<file path="src/rtl/button_debouncer.sv">
// button_debouncer: conditions raw push-button/switch levels for edge_detector.
// Each bit is brought into clk through a two-flop synchroniser. Contact bounce is
// then filtered by a per-bit saturating counter. That counter advances only on a
// shared low-rate sample tick, and any low synchronised sample clears it at once.
// The output level is decoded purely from registered counter state.
module button_debouncer #(
   parameter int WIDTH          = 2,
   parameter int SAMPLE_CNT_MAX = 62500,
   parameter int PULSE_CNT_MAX  = 200
) (
   input  logic             clk,
   input  logic             rst_n,
   input  logic [WIDTH-1:0] glitchy_signal,
   output logic [WIDTH-1:0] debounced_signal
);

   // Sample counter is at least one bit wide so SAMPLE_CNT_MAX==1 still elaborates.
   // In that case the counter sits at 0 and the tick is permanently high.
   localparam int SCW = (SAMPLE_CNT_MAX > 1) ? $clog2(SAMPLE_CNT_MAX) : 1;
   localparam int PCW = $clog2(PULSE_CNT_MAX + 1);

   localparam logic [SCW-1:0] SAMPLE_LAST = SCW'(SAMPLE_CNT_MAX - 1);
   localparam logic [PCW-1:0] PULSE_FULL  = PCW'(PULSE_CNT_MAX);

   logic [WIDTH-1:0] sync1_q;
   logic [WIDTH-1:0] sync2_q;
   logic [SCW-1:0]   sample_cnt_q;
   logic [SCW-1:0]   sample_cnt_d;
   logic             sample_tick;

   // Two-stage synchroniser; only sync2_q is used downstream.
   always_ff @(posedge clk) begin
      if (!rst_n) begin
         sync1_q <= '0;
         sync2_q <= '0;
      end else begin
         sync1_q <= glitchy_signal;
         sync2_q <= sync1_q;
      end
   end

   assign sample_tick = (sample_cnt_q == SAMPLE_LAST);

   // Free-running sample counter; wraps after the tick, never restarted by input activity.
   always_comb begin
      sample_cnt_d = sample_cnt_q + 1'b1;
      if (sample_tick) begin
         sample_cnt_d = '0;
      end
   end

   // Sample counter register.
   always_ff @(posedge clk) begin
      if (!rst_n) begin
         sample_cnt_q <= '0;
      end else begin
         sample_cnt_q <= sample_cnt_d;
      end
   end

   genvar gi;
   generate
      for (gi = 0; gi < WIDTH; gi = gi + 1) begin : g_bit
         logic [PCW-1:0] pulse_cnt_q;
         logic [PCW-1:0] pulse_cnt_d;

         // Low sample clears immediately (even on a tick); otherwise count ticks up to saturation.
         always_comb begin
            pulse_cnt_d = pulse_cnt_q;
            if (!sync2_q[gi]) begin
               pulse_cnt_d = '0;
            end else if (sample_tick && (pulse_cnt_q < PULSE_FULL)) begin
               pulse_cnt_d = pulse_cnt_q + 1'b1;
            end
         end

         // Per-bit counter register.
         always_ff @(posedge clk) begin
            if (!rst_n) begin
               pulse_cnt_q <= '0;
            end else begin
               pulse_cnt_q <= pulse_cnt_d;
            end
         end

         assign debounced_signal[gi] = (pulse_cnt_q == PULSE_FULL);
      end
   endgenerate

endmodule

</file>
<file path="config.mk">
export PLATFORM = sky130hd
export DESIGN_NAME = button_debouncer
export DESIGN_NICKNAME = d
export VERILOG_FILES = /design/src/rtl/button_debouncer.sv
export SDC_FILE = /design/constraint.sdc
export NUM_CORES = 1
export LEC_CHECK = 0
export ABC_AREA = 1
export CORE_AREA = 2 2 71 73
export CTS_CLUSTER_DIAMETER = 60
export DETAILED_ROUTE_END_ITERATION = 7
export DIE_AREA = 0 0 73 75
export PLACE_DENSITY = 0.58
export SETUP_SLACK_MARGIN = 0.1
export SYNTH_ARGS = -nofsm -noshare
export SYNTH_HDL_FRONTEND = slang
export SYNTH_SLANG_ARGS = --single-unit
</file>
<file path="constraint.sdc">
create_clock -name clk -period 3.7 [get_ports clk]
set_input_delay 0.555 -clock clk [delete_from_list [all_inputs] [get_ports clk]]
set_output_delay 0.555 -clock clk [all_outputs]
set_load 0.01 [all_outputs]
</file>
**Word level (Yosys, flattened, before mapping)**

Cells that the tools add are included.

- Bits in registers: 36
- Latch bits: 0
- RAM bits: 0
- Bits in read-only memories: 0
- Input port bits: 4
- Output and inout port bits: 2
- Word-level logic and storage cells: 19
- Memories kept: 0

- $add $sub $neg: 3
- Multipliers: 0
- Divide/modulo/power cells: 0
- Order comparisons: 2
- Equality and inequality tests: 3
- Shift-type cells: 0
- Muxes and demuxes: 0
- Bitwise logic cells: 1
- Reduce and logical (&&, ||, !) cells: 5

Operators by type and width:

| kind | number |
|---|---|
| 16-bit by 1-bit adder with 16-bit output, second input constant | 1 |
| 8-bit by 1-bit adder with 8-bit output, second input constant | 2 |
| 16-bit equality test, second input constant | 1 |
| 8-bit equality test, second input constant | 2 |
| 8-bit < comparator, second input constant | 2 |
| 2-bit AND reduction | 2 |
| 1-bit logical AND | 2 |
| 2-bit OR reduction | 1 |
| 1-bit NOT | 1 |

**Logic depth before layout (Yosys ltp)**

- Word-level depth: 2
- Depth in mapped cells: 9
- Mapped depth without buffers: 9

**Least setup slack after synthesis**

OpenSTA, ideal clock, no wires.

- Kind: reg-to-reg
- Start point: register sample_cnt_q[0]
- End point: register sample_cnt_q[10]
- Setup time: 115 ps
- Arrival: 1219 ps
- Required time: 3585 ps
- Path slack: 2366 ps
- Cell stages (with the launch flop): 8
- Path buffers: 1
- Period minus slack after synthesis: 1334 ps
- Cells stage by stage: dfxtp_1 ha_1 nand2_1 nor2_1 nand2_2 o21ai_4 buf_6 nor2_1

- Cells in the longest elaborated chain, start to end: 2
- Elaborated cells on any way between the ends: 3
- Classes of those cells: 1 x add/sub; 1 x eq/ne; 1 x reduce/logical

Ends and longest elaborated chain:

| element | line | RTL |
|---|---|---|
| start, declared | 27 | `logic [SCW-1:0] sample_cnt_q;` |
| start signal, assigned | 57 | `sample_cnt_q <= sample_cnt_d;` |
| branches (longest 2 deep; another with 16-bit by 1-bit adder with 16-bit output) | - |  |

Parallel ways; which one is timed is not known.
A chain may end at the register's enable or synchronous reset.

**Worst setup path in the final report**

- Start point: register g_bit[1].pulse_cnt_q[6]
- End point: output port debounced_signal[1]

- Cells in the longest elaborated chain, start to end: 1

Ends and longest elaborated chain:

| element | line | RTL |
|---|---|---|
| start, declared | 64 | `logic [PCW-1:0] pulse_cnt_q;` |
| start signal, assigned | 82 | `pulse_cnt_q <= pulse_cnt_d;` |
| 8-bit equality test | 86 | `assign debounced_signal[gi] = (pulse_cnt_q == PULSE_FULL);` |
| end, declared | 14 | `output logic [WIDTH-1:0] debounced_signal` |

Every way passes these cells.

==> flow_summary.json <==
{
  "diodes": 0,
  "cts_tree": "built",
  "preCtsSetupSlack_ns": 1.878,
  "post_drt_wl_per_cell_um": 9.923,
  "die_height_um": 75,
  "max_cap_viol_count": 0,
  "ctsResizeCount": 0,
  "area_delta_synth_final_pct": 9.699,
  "die_area_um2": 5475,
  "synth.cell_area_um2": 2038,
  "dieWidth_um": 73,
  "most-common-layout-cells": "nand2_1, nor2_1, inv_1, dfxtp_1, nand3_1",
  "synth_top_area_share_pct": 35.36,
  "slew_viol_final": 0,
  "irDropWorstVdd_mv": 0.2391,
  "cp-start-kind": "flip-flop",
  "routed_wl_um": 3860,
  "rsz0062_at_grt": "no",
  "yosysUniqueCellTypes": 22,
  "core_area_um2": 4661,
  "gp_congestion": 0.8070,
  "cts_sinks": 36,
  "drt_pass1_iterations": 4,
  "p_per_area_nw_per_um2": 336.2,
  "io_pins": 6,
  "drcViolationCount": 0,
  "power_mw": 0.7517,
  "tightest_slew_ns": 0.4608,
  "synth_top_cell_by_area": "dfxtp_1",
  "synth_seq_cells": 36,
  "grt_max_degree": 17,
  "setup_ws_ns": 1.577,
  "port_buffers": 5,
  "r2r_start": "sample_cnt_q[0]",
  "nNetsFinal": 344,
  "drive_above_1_share_pct": 6.567,
  "critPathSlowestCell": "clkdlybuf4s50_1",
  "crit_required_ns": 3.14,
  "cts_buffers": 5,
  "timing.fmax_mhz": 471.0,
  "via_count": 1816,
  "yosysWarnings": 0,
  "outcome": "complete, no violations",
  "syn_nets": 335,
  "cpPeakStageDelay_ns": 0.53,
  "worstPathCellList": "nand2_1 -> inv_1 -> nand4_1 -> nor2_1 -> clkdlybuf4s50_1",
  "hold_viol": 0,
  "ant_nets": 0,
  "yosysSeqAreaShare_pct": 35.36,
  "arrival_ns": 1.57,
  "fin_crit_ns": 2.123,
  "antenna_found_initial": 0,
  "root_buffer": "clkbuf_8",
  "final_common_cell": "nand2_1",
  "synthTopCellsByArea": "dfxtp_1, nand2_1, nor2_1, inv_1, nand3_1",
  "grt_pass1_wl_um": 6644,
  "r2r_slack_ns": 2.08,
  "end_kind": "output pin",
  "grt_pass1_vias": 1525,
  "path_buf_inv": 2,
  "critPathTopFamily": "buffers and inverters",
  "fin_crit_sh_pct": 57.38,
  "h-tree-depth": 2,
  "clock_latency_ns": 0.29,
  "avgSynthCellArea_um2": 6.271,
  "fin_setup_tns_ns": 0,
  "setup_viol": 0,
  "relSlewSlack_pct": 69.17,
  "post_cts_buffers": 0,
  "startpoint": "g_bit[1].pulse_cnt_q[6]",
  "postCtsHoldBufs": 0,
  "worstHoldPathType": "reg2reg",
  "p_leak_nw": 1.002,
  "post_drt_via_cell_ratio": 4.668,
  "initial_core_util_pct": 43.73,
  "crit_fanout": 6,
  "clk_pin_slew_ns": 0.07,
  "grt.total_usage_pct": 15.92,
  "drt_iter0_drc": 78,
  "syn_inst": 325,
  "grt_overflow": 0,
  "rows": 25,
  "hold_start": "sync1_q[0]",
  "crit_type": "reg2out",
  "cts_buffer_depth": 2,
  "fin_worst_skew_ns": 0.006655,
  "hpwl_um": 2897
}
## Yosys cell counts
library cell,number
o21ai_0,4
nor2_2,4
a21oi_1,12
nand2_1,96
dfxtp_1,36
inv_2,3
buf_6,2
xnor2_1,4
nand4_1,5
inv_1,48
nand3_2,2
nand3_1,24
o21ai_1,2
nand2_2,3
nor3_1,2
buf_2,1
nor2_1,64
nor2_4,2
o21bai_1,1
ha_1,6
xor2_1,3
o21ai_4,1
## layer usage
| layer | up-vias | GRT usage [%] | routed length, µm |
|---|---|---|---|
| li1 | 1007 | - | - |
| met5 | - | 0 | 0 |
| met4 | 0 | 6.790 | 68 |
| met3 | 5 | 4.418 | 96 |
| met1 | 791 | 19.78 | 1899 |
| met2 | 13 | 26.03 | 1796 |
## final timing paths
kind	end	depth (start not counted)
max	debounced_signal[1]	5
max reg2reg	sample_cnt_q[6]	6
min	sync2_q[0]	2
min reg2reg	sync2_q[0]	2
## layout make-up
type | count | area [µm²]
multi-input combinational | 235 | 1099
timing repair buffer | 5 | 50.05
tap | 54 | 67.56
clock inverter | 2 | 35.03
clock buffer | 6 | 72.57
fill | 504 | 2425
inverter | 51 | 191.4
sequential | 36 | 720.7
## stage by stage
stage | hold slack [ns] | instances | utilization, % | instance area [µm²]
after floorplan | 0.3900 | 325 | - | 2038
after global placement | 0.3966 | 381 | 45.66 | 2128
after detailed placement | 0.3980 | 381 | 45.66 | 2128
after CTS | 0.4158 | 389 | 47.97 | 2236
after global routing | 0.4279 | 389 | 47.97 | 2236
final | 0.4132 | 389 | 47.97 | 2236
## state kept, by name, indices dropped and copies added (netlist names)
signal,count
g_bit.pulse_cnt_q,16
sample_cnt_q,16
sync1_q,2
sync2_q,2
## worst reg2reg max path, stage by stage (launching register included)
cell and delay (ns):
dfxtp_1 0.38, ha_1 0.18, nand2_1 0.09, nor2_1 0.21, nand2_2 0.13, o21ai_4 0.40
a21oi_1 0.10
## cell families (layout without fill, tap and decap cells)
family	Yosys count	count (layout)	share of synthesized area [%]
xor+xnor	7	7	3.008
simple gates	202	202	41.62
compound gates	20	20	5.587
flops	36	36	35.36
fa+ha+maj	6	6	3.683
buf+inv	54	64	10.74
## power breakdown
| group | internal, mW | switching [mW] | total [mW] |
|---|---|---|---|
| clock | 0.200 | 0.139 | 0.339 |
| sequential | 0.392 | 0.00300 | 0.395 |
| combinational | 0.00730 | 0.0108 | 0.0181 |
Note: power is estimated with default switching activity, not from simulation.
==> patch 1 (same settings) <==
`PULSE_CNT_MAX`: 200 -> 100.
--- a/src/rtl/button_debouncer.sv
+++ b/src/rtl/button_debouncer.sv
@@ -7,5 +7,5 @@
    parameter int WIDTH          = 2,
    parameter int SAMPLE_CNT_MAX = 62500,
-   parameter int PULSE_CNT_MAX  = 200
+   parameter int PULSE_CNT_MAX  = 100
 ) (
    input  logic             clk,
Formal check against the unedited RTL: no difference found for any inputs over 10 cycles, from zero or initial values and one cycle with rst_n low; that may be too few to reach the edited logic, so the function may still have changed.
==> patch 1 against the unedited design <==
Count of clock-buffer cells in the layout decreased by 1; combinational power decreased by 3%; global-route usage fell by 1.3 points; first-iteration DRC count shrank 26%; sequential power is 5.6% lower; sequential cell count fell by 2; register-to-register slack improved by 0.10 ns; wire length down 11%; non-clock buffer count is the same; final area shrank 7.2%; power grew 7.1%; synthesized area shrank 10%; worst setup slack lost 0.0039 ns.
==> patch 1: results (changes against the unedited design) <==
[power]
p_leak_nw=0.8934  ; -11%
switching_share_pct=19.59  ; -0.69 points
ir_drop_uv=245.6  ; +2.7%
clkPwrFrac_pct=51.5  ; +6.5 points
pg_comb_mw=0.0176  ; -3%

[cells_and_area]
layout.comb_gates.multi_input=196  ; -17%
nets=298  ; -13%
nFillCells=477  ; -5.4%
multi_input_area_share_pct=46.59  ; -2.5 points
n_all_inverters=46  ; -9.8%
seq_cell_count=34  ; -5.6%
clock_area_share_pct=6.631  ; +1.8 points
top_regs=sample_cnt_q: 16 flops, g_bit.pulse_cnt_q: 14 flops
buf_share_pct=2.411  ; +0.17 points
drive_gt1_share_pct=7.266  ; +0.70 points
register_area_um2=680.7  ; -5.6%

[synth]
synth-xor-area-share_pct=3.825  ; +0.82 points
synthAdderAreaFrac_pct=4.098  ; +0.42 points
synth_commonest_cells=nand2_1 (68), nor2_1 (54), inv_1 (44)
synth.area.top_cells=dfxtp_1 (37%), nand2_1 (14%), nor2_1 (11%), inv_1 (9.0%), nand3_1 (6.6%)
synth_top_area_share_pct=37.16  ; +1.8 points
synth.distinct_cells=21  ; -4.5%
syn_nets=287  ; -14%
ys_seq_area_share_pct=37.16  ; +1.8 points
synth-compound-area-share_pct=5.260  ; -0.33 points

[run_status]
status=finished clean

[sta]
max_slew_margin_pct=69.59  ; +0.43 points
final.setup_skew_ns=0.01546  ; +0.008805 ns

[placed_design]
hpwl_um=2578  ; -11%
place.gp.congestion=0.8331  ; +3.2%

[global_route]
grt_pass1_vias=1400  ; -8.2%
grt_pass1_wl_um=6085  ; -8.4%
grt_usage_pct=14.67  ; -1.3 points
grt_util_met1_pct=19.16  ; -0.63 points
grtUsageMet2_pct=22.02  ; -4.0 points

[min_path]
hold_class=reg -> reg

[detailed_routing]
met1_length_um=1824  ; -3.9%
route.vias.total=1568  ; -14%
drt_iter0_drc=58  ; -26%
wl_per_cell_um=9.971  ; +0.48%
drt_pass1_iterations=4  ; unchanged
wl_met2_um=1487  ; -17%
met3_wirelength_um=71  ; -26%

[clock_tree]
worstSkewPairLatency_ns=0.29  ; about the same

[setup_path]
worstPathMaxFanout=3  ; -3
max_stage_delay_ns=0.55  ; +0.02 ns

==> patch 1: final timing paths <==
check | startpoint | to | slack (ns) | cells past startpoint
max reg2reg | sample_cnt_q[0] | sample_cnt_q[11] | 2.18 | 6
min | sync1_q[1] | sync2_q[1] | 0.42 | 2
min reg2reg | sync1_q[1] | sync2_q[1] | 0.42 | 2
max | g_bit[0].pulse_cnt_q[0] | debounced_signal[0] | 1.57 | 5
==> patch 1: per-stage QoR <==
step | std cells | area (um^2) | power (mW) | setup slack (ns)
floorplan | 277 | 1832 | 0.3935 | 2.390
global placement | 335 | 1938 | 0.3998 | 1.890
detailed placement | 335 | 1938 | 0.3999 | 1.901
CTS | 343 | 2076 | 0.8161 | 1.559
global route | 343 | 2076 | 0.8405 | 1.440
finish | 343 | 2076 | 0.8054 | 1.573
==> patch 1: worst max-delay path: cells and delay by family (launching register included) <==
kind	cells	cell delay, ns
fa+ha+maj	1	0.14
buf+inv	2	0.64
flops	1	0.33
simple gates	2	0.17
==> patch 2 (same settings) <==
Made on the original files. Add an input register stage for `glitchy_signal`, without a reset; this delays it by one clock.
--- a/src/rtl/button_debouncer.sv
+++ b/src/rtl/button_debouncer.sv
@@ -23,4 +23,10 @@
    localparam logic [PCW-1:0] PULSE_FULL  = PCW'(PULSE_CNT_MAX);
 
+   logic [WIDTH-1:0] glitchy_signal_q;
+
+   always_ff @(posedge clk) begin
+      glitchy_signal_q <= glitchy_signal;
+   end
+
    logic [WIDTH-1:0] sync1_q;
    logic [WIDTH-1:0] sync2_q;
@@ -35,5 +41,5 @@
          sync2_q <= '0;
       end else begin
-         sync1_q <= glitchy_signal;
+         sync1_q <= glitchy_signal_q;
          sync2_q <= sync1_q;
       end
Formal check against the unedited RTL: same outputs for any inputs over 10 cycles, from zero or initial values and one cycle with rst_n low; that may be too few to reach the edited logic, so the function may still have changed.
==> patch 2 against the unedited design <==
Wire length is the same; worst setup slack lost 0.023 ns; synthesized cell count is 1.8% lower; sequential cell count is 2 higher; register-to-register slack worse by 0.04 ns; worst hold slack improved by 0.0040 ns; final area rose by 4.8%; power increased by 5.7%; cell count is 1.0% lower; synthesized area rose by 4.2%; critical path depth unchanged; core utilization rose by 2.3 points; die area stayed put; critical path type unchanged; highest routed layer unchanged.
==> patch 2: results (changes against the unedited design) <==
[run_status]
status=finished clean

[synth]
synth.area.top_cells=dfxtp_1 (36%), nand2_1 (17%), nor2_1 (8.7%), inv_1 (7.4%), nand3_1 (4.9%)
synth_commonest_cells=nand2_1 (96), nor2_1 (49), inv_1 (42)
ys_seq_area_share_pct=35.83  ; +0.47 points
synth.distinct_cells=25  ; +14%
postSynthAreaPerCell_um2=6.656  ; +6.1%
syn_nets=329  ; -1.8%

[detailed_routing]
vias_per_cell=4.652  ; -0.35%
drt_iter0_drc=70  ; -10%
drt_pass1_iterations=5  ; +1
wl_per_cell_um=10.03  ; +1.0%

[power]
ir_drop_uv=186.3  ; -22%
p_leak_nw=1.041  ; +3.9%

[global_route]
grt_pass1_wl_um=7010  ; +5.5%
grt_pass1_vias=1647  ; +8.0%
grt_usage_pct=16.69  ; +0.77 points

[sta]
layout_min_cycle_time_ns=2.146  ; +0.02312 ns
max_slew_margin_pct=60.00  ; -9.2 points
final.setup_skew_ns=0.005513  ; -0.001142 ns

[setup_path]
rr_endpoint=sample_cnt_q[4]
worstPathMaxFanout=4  ; -2
arrival_ns=1.59  ; +0.02 ns
r2r_slack_ns=2.04  ; -0.04 ns

[cells_and_area]
nFillCells=495  ; -1.8%
drive_gt1_share_pct=12.99  ; +6.4 points
finalNonFillerCells=385  ; -1.0%
nets=340  ; -1.2%

[placed_design]
place_area_mm2=0.002230  ; +4.8%
hpwl_um=2849  ; -1.7%
dp_cells=377  ; -1.0%
place.gp.congestion=0.7804  ; -3.3%
pre_cts_slack_ns=1.867  ; -0.01105 ns

[min_path]
holdPathEnd=sync1_q[0]
hold_start=glitchy_signal_q[0]

patch 2: per-layer routing:
metal  up-vias  track usage [%]  part of all wire (%)
li1        995                -                     -
met1       761            19.14                    47
met2        28            29.23                    47
met3         7            4.016                   3.4
met4         0            8.025                   1.9
met5         -                0                     0
patch 2: area by class of cell:
cell class,count,area [um^2],area share (%)
clock buffer,5,68.82,2.936
clock inverter,3,45.04,1.922
inverter,50,187.7,8.009
multi-input combinational,230,1164,49.65
sequential,38,760.7,32.46
tap,54,67.56,2.883
timing repair buffer,5,50.05,2.136
patch 2: cell families (layout without fill, tap and decap cells):
logic type / after synthesis / count (layout) / synth area share, %
AOI/OAI and AO/OA: 17 / 17 / 4.832
xor gates and xnor gates: 8 / 8 / 3.300
adders and majority gates: 6 / 6 / 3.536
buffers and inverters: 51 / 63 / 9.369
DFF: 38 / 38 / 35.83
and+or+nand+nor: 199 / 199 / 43.14
patch 2: power breakdown:
| part | internal (mW) | switching [mW] |
|---|---|---|
| logic | 0.00793 | 0.0124 |
| clock network | 0.200 | 0.155 |
| registers | 0.414 | 0.00401 |
| total | 0.623 | 0.172 |
patch 2: worst register-to-register path, cell delays in order, from the launching register on:
cell and delay [ns]:
dfxtp_1 0.40, ha_1 0.19, nand2_1 0.09, nor2_2 0.15, nand2_2 0.11, o21ai_4 0.50, a21oi_1 0.08
patch 2: worst max path at each step:
stage | startpoint | endpoint | depth (start not counted)
finish | g_bit[1].pulse_cnt_q[0] | debounced_signal[1] | 5
global placement | g_bit[1].pulse_cnt_q[0] | debounced_signal[1] | 5
CTS | g_bit[1].pulse_cnt_q[0] | debounced_signal[1] | 5
floorplan | sample_cnt_q[0] | sample_cnt_q[10] | 7
global route | g_bit[0].pulse_cnt_q[0] | debounced_signal[0] | 5
detailed placement | g_bit[1].pulse_cnt_q[0] | debounced_signal[1] | 5
